### config.mk
export PLATFORM = sky130hd
export DESIGN_NAME = vta_mem_arbiter_flat
export DESIGN_NICKNAME = d
export VERILOG_FILES = /design/src/rtl/vta_mem_arbiter_pkg.sv /design/src/rtl/vta_mem_arbiter_if.sv /design/src/rtl/vta_rr_arbiter.sv /design/src/rtl/vta_mem_arbiter.sv /design/src/flat_wrapper.sv
export SDC_FILE = /design/constraint.sdc
export NUM_CORES = 1
export LEC_CHECK = 0
export CAP_MARGIN = 40
export CORE_AREA = 2 2 217 219
export DETAILED_ROUTE_END_ITERATION = 12
export DIE_AREA = 0 0 219 221
export PLACE_DENSITY = 0.4
export SYNTH_ARGS = -nofsm -noshare
export SYNTH_HDL_FRONTEND = slang
export SYNTH_HIERARCHICAL = 1
export SYNTH_SLANG_ARGS = --single-unit
### constraint.sdc
create_clock -name clk_i -period 2.1 [get_ports clk_i]
set_input_delay 0.21 -clock clk_i [delete_from_list [all_inputs] [get_ports clk_i]]
set_output_delay 0.21 -clock clk_i [all_outputs]
set_load 0.005 [all_outputs]
### src/rtl/vta_mem_arbiter_pkg.sv
// vta_mem_arb_pkg: shared FSM state encoding and opcode constants for the memory arbiter.
package vta_mem_arb_pkg;
   typedef enum logic [1:0] {IDLE, ISSUE, WDATA, RDATA} state_e;
   localparam logic OP_RD = 1'b0;
   localparam logic OP_WR = 1'b1;
endpackage

### src/rtl/vta_mem_arbiter_if.sv
// vta_mem_arbiter_if: client request/data bundle plus the DPI memory port; slave = arbiter, master = clients and memory.
interface vta_mem_arbiter_if #(
   parameter int NUM_CLIENTS = 2,
   parameter int LEN_BITS    = 8,
   parameter int ADDR_BITS   = 64,
   parameter int DATA_BITS   = 64
);
   logic [NUM_CLIENTS-1:0]           cl_req_valid, cl_req_ready, cl_req_opcode;
   logic [NUM_CLIENTS*LEN_BITS-1:0]  cl_req_len;
   logic [NUM_CLIENTS*ADDR_BITS-1:0] cl_req_addr;
   logic [NUM_CLIENTS-1:0]           cl_wr_valid, cl_wr_ready;
   logic [NUM_CLIENTS*DATA_BITS-1:0] cl_wr_bits;
   logic [NUM_CLIENTS-1:0]           cl_rd_valid, cl_rd_ready;
   logic [DATA_BITS-1:0]             cl_rd_bits;
   logic                             dpi_req_valid, dpi_req_opcode;
   logic [LEN_BITS-1:0]              dpi_req_len;
   logic [ADDR_BITS-1:0]             dpi_req_addr;
   logic                             dpi_wr_valid;
   logic [DATA_BITS-1:0]             dpi_wr_bits;
   logic                             dpi_rd_valid, dpi_rd_ready;
   logic [DATA_BITS-1:0]             dpi_rd_bits;
   modport slave (
      input  cl_req_valid, cl_req_opcode, cl_req_len, cl_req_addr, cl_wr_valid, cl_wr_bits, cl_rd_ready,
      output cl_req_ready, cl_wr_ready, cl_rd_valid, cl_rd_bits,
      output dpi_req_valid, dpi_req_opcode, dpi_req_len, dpi_req_addr, dpi_wr_valid, dpi_wr_bits, dpi_rd_ready,
      input  dpi_rd_valid, dpi_rd_bits
   );
   modport master (
      output cl_req_valid, cl_req_opcode, cl_req_len, cl_req_addr, cl_wr_valid, cl_wr_bits, cl_rd_ready,
      input  cl_req_ready, cl_wr_ready, cl_rd_valid, cl_rd_bits,
      input  dpi_req_valid, dpi_req_opcode, dpi_req_len, dpi_req_addr, dpi_wr_valid, dpi_wr_bits, dpi_rd_ready,
      output dpi_rd_valid, dpi_rd_bits
   );
endinterface

### src/rtl/vta_rr_arbiter.sv
// vta_rr_arbiter: combinational round-robin pick starting at ptr_i.
// MEM_ARB_PRIO_EN gives client 0 fixed top priority; the rest stay round-robin.
module vta_rr_arbiter #(
   parameter int N  = 2,
   parameter int IW = $clog2(N)
) (
   input  logic [N-1:0]  req_i,
   input  logic [IW-1:0] ptr_i,
   output logic [N-1:0]  gnt_o,
   output logic [IW-1:0] idx_o
);
   logic [IW-1:0] k;
   always_comb begin
      gnt_o = '0;
      idx_o = '0;
      k     = '0;
`ifdef MEM_ARB_PRIO_EN
      if (req_i[0]) gnt_o[0] = 1'b1;
`endif
      for (int i = 0; i < N; i++) begin
         k = IW'((int'(ptr_i) + i) % N);
         if (gnt_o == '0 && req_i[k]) begin
            gnt_o[k] = 1'b1;
            idx_o    = k;
         end
      end
   end
endmodule

### src/rtl/vta_mem_arbiter.sv
// vta_mem_arbiter: shares one DPI memory port among NUM_CLIENTS burst requesters, one transaction at a time.
// Build option MEM_ARB_PRIO_EN (in vta_rr_arbiter) makes client 0 highest priority.
module vta_mem_arbiter
   import vta_mem_arb_pkg::*;
#(
   parameter int NUM_CLIENTS = 2,
   parameter int LEN_BITS    = 8,
   parameter int ADDR_BITS   = 64,
   parameter int DATA_BITS   = 64
) (
   input  logic                           clk_i,
   input  logic                           rst_ni,
   vta_mem_arbiter_if.slave               bus,
   output logic                           busy_o,
   output logic [$clog2(NUM_CLIENTS)-1:0] grant_id_o
);
   localparam int IW = $clog2(NUM_CLIENTS);
   localparam int CW = LEN_BITS + 1;
   state_e               state_q, state_d;
   logic [IW-1:0]        gnt_q, gnt_d, rr_q, rr_d, win_idx;
   logic [NUM_CLIENTS-1:0] win_oh;
   logic                 op_q, op_d, beat;
   logic [LEN_BITS-1:0]  len_q, len_d;
   logic [ADDR_BITS-1:0] addr_q, addr_d;
   logic [CW-1:0]        cnt_q, cnt_d;

   vta_rr_arbiter #(.N(NUM_CLIENTS), .IW(IW)) u_arb (
      .req_i(bus.cl_req_valid), .ptr_i(rr_q), .gnt_o(win_oh), .idx_o(win_idx)
   );

   always_comb begin
      state_d            = state_q;
      gnt_d              = gnt_q;
      rr_d               = rr_q;
      op_d               = op_q;
      len_d              = len_q;
      addr_d             = addr_q;
      cnt_d              = cnt_q;
      beat               = 1'b0;
      bus.cl_req_ready   = '0;
      bus.cl_wr_ready    = '0;
      bus.cl_rd_valid    = '0;
      bus.cl_rd_bits     = '0;
      bus.dpi_req_valid  = 1'b0;
      bus.dpi_req_opcode = 1'b0;
      bus.dpi_req_len    = '0;
      bus.dpi_req_addr   = '0;
      bus.dpi_wr_valid   = 1'b0;
      bus.dpi_wr_bits    = '0;
      bus.dpi_rd_ready   = 1'b0;
      case (state_q)
         IDLE: begin
            // readies stay low while reset is held, even with requests pending
            if (rst_ni && |bus.cl_req_valid) begin
               bus.cl_req_ready = win_oh;
               gnt_d            = win_idx;
               op_d             = bus.cl_req_opcode[win_idx];
               len_d            = bus.cl_req_len[win_idx*LEN_BITS +: LEN_BITS];
               addr_d           = bus.cl_req_addr[win_idx*ADDR_BITS +: ADDR_BITS];
               rr_d             = IW'((int'(win_idx) + 1) % NUM_CLIENTS);
               state_d          = ISSUE;
            end
         end
         ISSUE: begin
            bus.dpi_req_valid  = 1'b1;
            bus.dpi_req_opcode = op_q;
            bus.dpi_req_len    = len_q;
            bus.dpi_req_addr   = addr_q;
            cnt_d              = CW'(len_q) + CW'(1);
            state_d            = (op_q == OP_WR) ? WDATA : RDATA;
         end
         WDATA: begin
            bus.cl_wr_ready[gnt_q] = 1'b1;
            bus.dpi_wr_valid       = bus.cl_wr_valid[gnt_q];
            bus.dpi_wr_bits        = bus.cl_wr_bits[gnt_q*DATA_BITS +: DATA_BITS];
            beat                   = bus.cl_wr_valid[gnt_q];
         end
         RDATA: begin
            bus.cl_rd_valid[gnt_q] = bus.dpi_rd_valid;
            bus.cl_rd_bits         = bus.dpi_rd_bits;
            bus.dpi_rd_ready       = bus.cl_rd_ready[gnt_q];
            beat                   = bus.dpi_rd_valid & bus.cl_rd_ready[gnt_q];
         end
         default: state_d = IDLE;
      endcase
      // counter is one bit wider than len, so a full 2^LEN_BITS burst ends exactly at 1
      if (beat) begin
         cnt_d   = cnt_q - CW'(1);
         state_d = (cnt_q == CW'(1)) ? IDLE : state_q;
      end
   end

   always_ff @(posedge clk_i or negedge rst_ni) begin
      if (!rst_ni) begin
         state_q <= IDLE;
         gnt_q   <= '0;
         rr_q    <= '0;
         op_q    <= 1'b0;
         len_q   <= '0;
         addr_q  <= '0;
         cnt_q   <= '0;
      end else begin
         state_q <= state_d;
         gnt_q   <= gnt_d;
         rr_q    <= rr_d;
         op_q    <= op_d;
         len_q   <= len_d;
         addr_q  <= addr_d;
         cnt_q   <= cnt_d;
      end
   end

   assign busy_o     = state_q != IDLE;
   assign grant_id_o = gnt_q;
endmodule

### src/flat_wrapper.sv
// flat-port wrapper written by rule: the top's interface ports become plain ports
module vta_mem_arbiter_flat import vta_mem_arb_pkg::*;
#(
   parameter int NUM_CLIENTS = 2,
   parameter int LEN_BITS    = 8,
   parameter int ADDR_BITS   = 64,
   parameter int DATA_BITS   = 64
)
  (clk_i, rst_ni, busy_o, grant_id_o, bus_cl_req_valid, bus_cl_req_opcode, bus_cl_req_len, bus_cl_req_addr, bus_cl_wr_valid, bus_cl_wr_bits, bus_cl_rd_ready, bus_cl_req_ready, bus_cl_wr_ready, bus_cl_rd_valid, bus_cl_rd_bits, bus_dpi_req_valid, bus_dpi_req_opcode, bus_dpi_req_len, bus_dpi_req_addr, bus_dpi_wr_valid, bus_dpi_wr_bits, bus_dpi_rd_ready, bus_dpi_rd_valid, bus_dpi_rd_bits);
  vta_mem_arbiter_if #(.NUM_CLIENTS(NUM_CLIENTS), .LEN_BITS(LEN_BITS), .ADDR_BITS(ADDR_BITS), .DATA_BITS(DATA_BITS)) bus_i ();
  input  logic clk_i;
  input  logic rst_ni;
  output logic busy_o;
  output logic [$clog2(NUM_CLIENTS)-1:0] grant_id_o;
  input wire logic [$bits(bus_i.cl_req_valid)-1:0] bus_cl_req_valid;
  input wire logic [$bits(bus_i.cl_req_opcode)-1:0] bus_cl_req_opcode;
  input wire logic [$bits(bus_i.cl_req_len)-1:0] bus_cl_req_len;
  input wire logic [$bits(bus_i.cl_req_addr)-1:0] bus_cl_req_addr;
  input wire logic [$bits(bus_i.cl_wr_valid)-1:0] bus_cl_wr_valid;
  input wire logic [$bits(bus_i.cl_wr_bits)-1:0] bus_cl_wr_bits;
  input wire logic [$bits(bus_i.cl_rd_ready)-1:0] bus_cl_rd_ready;
  output wire logic [$bits(bus_i.cl_req_ready)-1:0] bus_cl_req_ready;
  output wire logic [$bits(bus_i.cl_wr_ready)-1:0] bus_cl_wr_ready;
  output wire logic [$bits(bus_i.cl_rd_valid)-1:0] bus_cl_rd_valid;
  output wire logic [$bits(bus_i.cl_rd_bits)-1:0] bus_cl_rd_bits;
  output wire logic [$bits(bus_i.dpi_req_valid)-1:0] bus_dpi_req_valid;
  output wire logic [$bits(bus_i.dpi_req_opcode)-1:0] bus_dpi_req_opcode;
  output wire logic [$bits(bus_i.dpi_req_len)-1:0] bus_dpi_req_len;
  output wire logic [$bits(bus_i.dpi_req_addr)-1:0] bus_dpi_req_addr;
  output wire logic [$bits(bus_i.dpi_wr_valid)-1:0] bus_dpi_wr_valid;
  output wire logic [$bits(bus_i.dpi_wr_bits)-1:0] bus_dpi_wr_bits;
  output wire logic [$bits(bus_i.dpi_rd_ready)-1:0] bus_dpi_rd_ready;
  input wire logic [$bits(bus_i.dpi_rd_valid)-1:0] bus_dpi_rd_valid;
  input wire logic [$bits(bus_i.dpi_rd_bits)-1:0] bus_dpi_rd_bits;
  assign bus_i.cl_req_valid = bus_cl_req_valid;
  assign bus_i.cl_req_opcode = bus_cl_req_opcode;
  assign bus_i.cl_req_len = bus_cl_req_len;
  assign bus_i.cl_req_addr = bus_cl_req_addr;
  assign bus_i.cl_wr_valid = bus_cl_wr_valid;
  assign bus_i.cl_wr_bits = bus_cl_wr_bits;
  assign bus_i.cl_rd_ready = bus_cl_rd_ready;
  assign bus_cl_req_ready = bus_i.cl_req_ready;
  assign bus_cl_wr_ready = bus_i.cl_wr_ready;
  assign bus_cl_rd_valid = bus_i.cl_rd_valid;
  assign bus_cl_rd_bits = bus_i.cl_rd_bits;
  assign bus_dpi_req_valid = bus_i.dpi_req_valid;
  assign bus_dpi_req_opcode = bus_i.dpi_req_opcode;
  assign bus_dpi_req_len = bus_i.dpi_req_len;
  assign bus_dpi_req_addr = bus_i.dpi_req_addr;
  assign bus_dpi_wr_valid = bus_i.dpi_wr_valid;
  assign bus_dpi_wr_bits = bus_i.dpi_wr_bits;
  assign bus_dpi_rd_ready = bus_i.dpi_rd_ready;
  assign bus_i.dpi_rd_valid = bus_dpi_rd_valid;
  assign bus_i.dpi_rd_bits = bus_dpi_rd_bits;
  vta_mem_arbiter #(.NUM_CLIENTS(NUM_CLIENTS), .LEN_BITS(LEN_BITS), .ADDR_BITS(ADDR_BITS), .DATA_BITS(DATA_BITS)) u_core (.clk_i(clk_i), .rst_ni(rst_ni), .bus(bus_i), .busy_o(busy_o), .grant_id_o(grant_id_o));
endmodule
* Word level (Yosys, flattened, before mapping) *
Index checks and enable logic that the tools add are counted.

storage, ports and cells
  flip-flop bits (word level) = 86

cells by class
  mux-type cells = 40
  order comparisons = 7
  bitwise logic cells = 3
  shift-type cells = 3
  add/sub/neg operators = 4
  reductions and logical operators = 13
  eq/ne operators = 6

operator list
  operator                                                     count
  indexed part select 128 x 8 -> 64 bit                        2
  2-to-1 mux 64 bit                                            3
  2-to-1 mux 1 bit                                             20
  2-to-1 mux 2 bit                                             9
  2-to-1 mux 9 bit                                             2
  indexed part select 16 x 5 -> 8 bit                          1
  adder 8 x 1 -> 9 bit (second input constant)                 1
  equality test 9 x 1 -> 1 bit (second input constant)         1
  subtractor 9 x 1 -> 9 bit (second input constant)            1
  less-than comparator 1 x 2 -> 1 bit (second input constant)  4
  2-to-1 mux 8 bit                                             1
  logical AND 1 bit                                            5
  equality test 2 bit (second input constant)                  2
  logical NOT 2 bit                                            2
  case mux 2 bit (2 select lines)                              1
  nonzero test 2 bit                                           2
  demux 1 bit (select 1 bit)                                   3
  greater-or-equal comparator 1 bit (second input constant)    3
  inequality test 3 x 1 -> 1 bit (second input constant)       1
  AND reduction 3 bit                                          1
  nonzero test 3 bit                                           1
  adder 1 bit (second input constant)                          2
  AND 2 bit                                                    1
  equality test 2 x 1 -> 1 bit (second input constant)         1
  other kinds (6)                                              6

* Logic depth before layout (Yosys ltp) *
Gate-level depths: netlist (run 1).

  depth after elaboration = 10
  mapped depth = 7
  mapped depth without buffers = 6

* By module *
The synthesis (run 1) kept the hierarchy.

by module, submodules not included
  module           cells each  instances  area an instance (um2)  sequential area each (um2)
  vta_mem_arbiter  661         1          5786.8                  2152.1
  vta_rr_arbiter   4           1          26.3                    0.0

* Least setup slack after synthesis (run 1) *
No wires, ideal clock.

  path type = register to register
  from = register u_core.gnt_q, in the netlist u_core/grant_id_o
  to = register u_core.cnt_q[3]
  data required time = 1.980 ns
  path slack = 0.370 ns
  setup time = 0.120 ns
  stages on the path, launching flop included = 7
  buffers on the path = 2
  data arrival time = 1.611 ns
  clock period less this slack = 1.730 ns
  cells stage by stage = dfrtp_1 buf_4 mux2i_1 o22a_2 buf_6 or4_1 a31o_1

between the ends
  longest elaborated chain between the ends = 5
  elaborated cells between the ends (all ways) = 8
  those cells by class = mux (6); bitwise (1); reduce/logical (1)

RTL lines
  item                                                    line                    source
  start: declaration                                      vta_mem_arbiter.sv:20   logic [IW-1:0] gnt_q, gnt_d, rr_q, rr_d, win_idx;
  start signal: assignment                                vta_mem_arbiter.sv:104  gnt_q <= gnt_d;
  2-to-1 mux 1 bit (implied by the code) (2 in a row)     vta_mem_arbiter.sv:82   beat = bus.dpi_rd_valid & bus.cl_rd_ready[gnt_q];
  AND 1 bit                                               vta_mem_arbiter.sv:82
  case mux 1 bit (2 select lines) (*)                     vta_mem_arbiter.sv:51   case (state_q)
  2-to-1 mux 9 bit or nonzero test 2 bit (tied branches)  --
  end signal: assignment                                  vta_mem_arbiter.sv:109  cnt_q <= cnt_d;
  end: declaration                                        vta_mem_arbiter.sv:25   logic [CW-1:0] cnt_q, cnt_d;

Mark *: on every way between the ends. The rest lies on a longest branch, timed or not. The select of a mux whose other input is x is not followed.
A chain may end at the register's enable or synchronous reset.

* Worst setup path after layout (run 1) *
  from = register u_core.state_q[1]
  to = output port bus_cl_rd_bits[11]

between the ends
  longest elaborated chain between the ends = 2

RTL lines
  item                      line                    source
  start: declaration        vta_mem_arbiter.sv:19   state_e state_q, state_d;
  start signal: assignment  vta_mem_arbiter.sv:103  state_q <= state_d;
  equality test 2 bit       vta_mem_arbiter.sv:51
  2-to-1 mux 64 bit         vta_mem_arbiter.sv:51
  end: declaration          flat_wrapper.sv:25      output wire logic [$bits(bus_i.cl_rd_bits)-1:0] bus_cl_rd_bits;

Every way passes these cells.

==> results of run 1 <==
[worst register-to-register path, delay by kind of cell, from the launching register on]
kind                   cells  cell delay [ns]
AOI/OAI and AO/OA          2             0.42
buffers and inverters      3             0.45
DFF                        1             0.38
muxes                      1             0.33
and+or+nand+nor            1             0.14
[where the power goes]
group	switching (mW)	total, mW	internal [mW]	leakage [nW]
clock network	0.717	1.76	1.04	0.152
logic	0.799	2.13	1.34	4.66
registers	0.140	1.96	1.82	1.14
[registers in the layout, indices dropped and copies added, names as in the netlist]
register           flops
u_core/op_q            1
u_core/len_q           8
u_core/rr_q            1
u_core/cnt_q           9
u_core/addr_q         64
u_core/grant_id_o      1
u_core/state_q         2
[path summary, 6_finish.rpt]
check	startpoint	to	slack, ns	cells past startpoint
max	u_core/state_q[1]$_DFFE_PN0P_	bus_cl_rd_bits[11]	0.04	4
min	u_core/addr_q[4]$_DFFE_PN0P_	u_core/addr_q[4]$_DFFE_PN0P_	0.47	2
max reg2reg	u_core/state_q[0]$_DFFE_PN0P_	u_core/cnt_q[6]$_DFFE_PN0P_	0.27	7
min reg2reg	u_core/addr_q[4]$_DFFE_PN0P_	u_core/addr_q[4]$_DFFE_PN0P_	0.47	2
max in group asynchronous	rst_ni	u_core/len_q[2]$_DFFE_PN0P_	0.48	4
min in group asynchronous	rst_ni	u_core/rr_q$_DFFE_PN0P_	0.51	3
[cell families after synthesis]
| family | share of synthesized area |
|---|---|
| xor gates and xnor gates | 0.00452 |
| muxes | 0.135 |
| adders and majority gates | 0.00646 |
| AOI/OAI and AO/OA | 0.192 |
| buffers and inverters | 0.0555 |
| and+or+nand+nor | 0.236 |
| DFF | 0.370 |
[final cells by class]
type,instances,area share
Antenna cell,6,0.00116
Sequential cell,86,0.166
Inverter,10,0.00348
Timing Repair Buffer,635,0.482
Clock buffer,10,0.0177
Tap cell,607,0.0586
Multi-Input combinational cell,503,0.264
Clock inverter,6,0.00667
[timing repair]
action | 4_1_cts | 5_1_grt
hold buffers | 1 | 0
resized for setup | 289 | 117
endpoints found under the setup margin | 211 | 106
pin swaps | 5 | 12
gates cloned | 7 | 2
hold endpoints to repair | 37 | 0
setup buffers | 17 | 6
[layout by cell type, fill, tap and decap left out, types with 4 or more instances in the layout]
master,instances
clkdlybuf4s50_1,387
dfrtp_1,84
mux2i_1,76
nand2_1,76
o21ai_0,76
and3_1,71
and2_1,70
dlygate4sd2_1,67
a22o_1,61
buf_4,51
clkbuf_2,34
clkdlybuf4s15_1,28
buf_2,21
buf_12,14
nor2_1,12
clkbuf_16,11
inv_1,9
buf_6,8
dlymetal6s2s_1,7
nor3_1,7
diode_2,6
clkdlybuf4s15_2,6
buf_16,4
bufbuf_16,4
a211oi_1,4
nor4_1,4
[layer usage]
metal / share of wire / vias up
met1: 0.37 / 3320
met4: 0.018 / 18
met3: 0.089 / 46
li1: - / 3548
met5: 0.0025 / -
met2: 0.52 / 302
[metrics by stage]
| stage | area [µm²] | instances |
|---|---|---|
| floorplan | 5810 | 665 |
| global placement | 12400 | 1810 |
| detailed placement | 12400 | 1810 |
| finish | 13000 | 1863 |
| CTS | 13000 | 1851 |
| global route | 12900 | 1861 |
==> flow_summary.json, run 1 <==
{
  "die_y_um": 221,
  "grt-busiest-layer": "met2",
  "grtUsageMet3": 0.0570,
  "yosysTopAreaCell": "dfrtp_1",
  "ys_ff_latch": 86,
  "worstPathArrival_ns": 1.85,
  "critPathTopFamily": "buffers and inverters",
  "avgSynthCellArea_um2": 8.74,
  "cap_viol_max_count": 0,
  "timing.final.crit_period_ns": 2.06,
  "cts.sinks": 86,
  "synth_edf_count": 0,
  "fmax_ghz": 0.485,
  "syn_area_um2": 5810,
  "path_class": "reg -> out",
  "vias_per_cell": 3.88,
  "final_util": 0.281,
  "yosysMostFrequentCell": "dfrtp_1",
  "cp-end-kind": "output port",
  "die_area_um2": 48400,
  "pin_count": 559,
  "synthTopCellsByArea": "dfrtp_1, mux2i_1, a22o_1, and2_1, and3_1",
  "die_w_um": 219,
  "hold_path_class": "reg -> reg",
  "nets": 1595,
  "seq_area_frac_synth": 0.370,
  "netlist_top_cells_count": "dfrtp_1, mux2i_1, nand2_1, o21ai_0, and2_1",
  "syn-num-nets": 1015,
  "setup_viol": 0,
  "outcome": "completed",
  "path_max_fanout": 64,
  "grt_max_degree": 81,
  "root_buffer": "clkbuf_16",
  "rows": 79,
  "final_layout_size_suffix_gt1_frac": 0.146,
  "grt_pass1_wl_um": 55500,
  "clock_latency_ns": 0.36,
  "wl_per_cell_um": 21.7,
  "pre_cts_ws_ns": -0.0423,
  "timing.final.ws_setup_ns": 0.0399,
  "synth.top_cell.area_share": 0.370,
  "worst_pin_slew_ns": 0.699,
  "synth-warning-count": 6,
  "met2_usage": 0.301,
  "cts_tree": "done",
  "grt_pass1_vias": 7624,
  "drc_errors": 0,
  "cpPeakStageDelay_ns": 0.53,
  "netlist_instances": 665,
  "seq_area_um2": 2150,
  "cts_max_level": 3,
  "maxSlewViolCount": 0,
  "drtPass1Iterations": 4,
  "fillers": 5025,
  "place.gp.congestion": 0.888,
  "multi_input_comb_area_um2": 3420,
  "leakage_nw": 5.96,
  "period_share": 0.981,
  "crit_chain": "buf_6 -> buf_16 -> and3_1 -> clkdlybuf4s50_1",
  "whs_ns": 0.469,
  "crit_path_start_kind": "flop",
  "grt-ovfl-total": 0,
  "numCtsBuffers": 9,
  "antenna_found_initial": 16,
  "power.total_mw": 5.85,
  "rsz0062_at_grt": "yes",
  "slew_headroom": 0.534,
  "route.vias.total": 7234,
  "postRouteAntennaNets": 0,
  "crit_required_ns": 1.89,
  "syn2layout_area_growth_pct": 123,
  "hold_viol": 0,
  "crit_buf_inv": 3,
  "clock_skew_ns": 0.00483,
  "start_util": 0.126,
  "clk_pin_slew_ns": 0.06,
  "dp_hpwl_um": 32400,
  "ir_worst_vdd_uv": 287,
  "io_buffers": 558,
  "drt-initial-drc-count": 331,
  "slowest_stage": "clkdlybuf4s50_1",
  "async_flop_share": 1.00,
  "synth_cell_types": 40,
  "wl_um": 40500,
  "coreArea_um2": 46100,
  "powerDensity_nw_per_um2": 452,
  "clockBufferDepth": 2,
  "fin_tns_setup_ns": 0,
  "met1_usage": 0.167,
  "track_usage": 0.160,
  "synth-main-ff-cell": "dfrtp_1"
}
Power figures use the tool's default switching activity.
==> inputs of run 2 (changes only) <==
Settings changed: CAP_MARGIN 40 to default.
==> results of run 2 <==
Same layout as run 1: the final DEF is identical, and so are final timing and power.
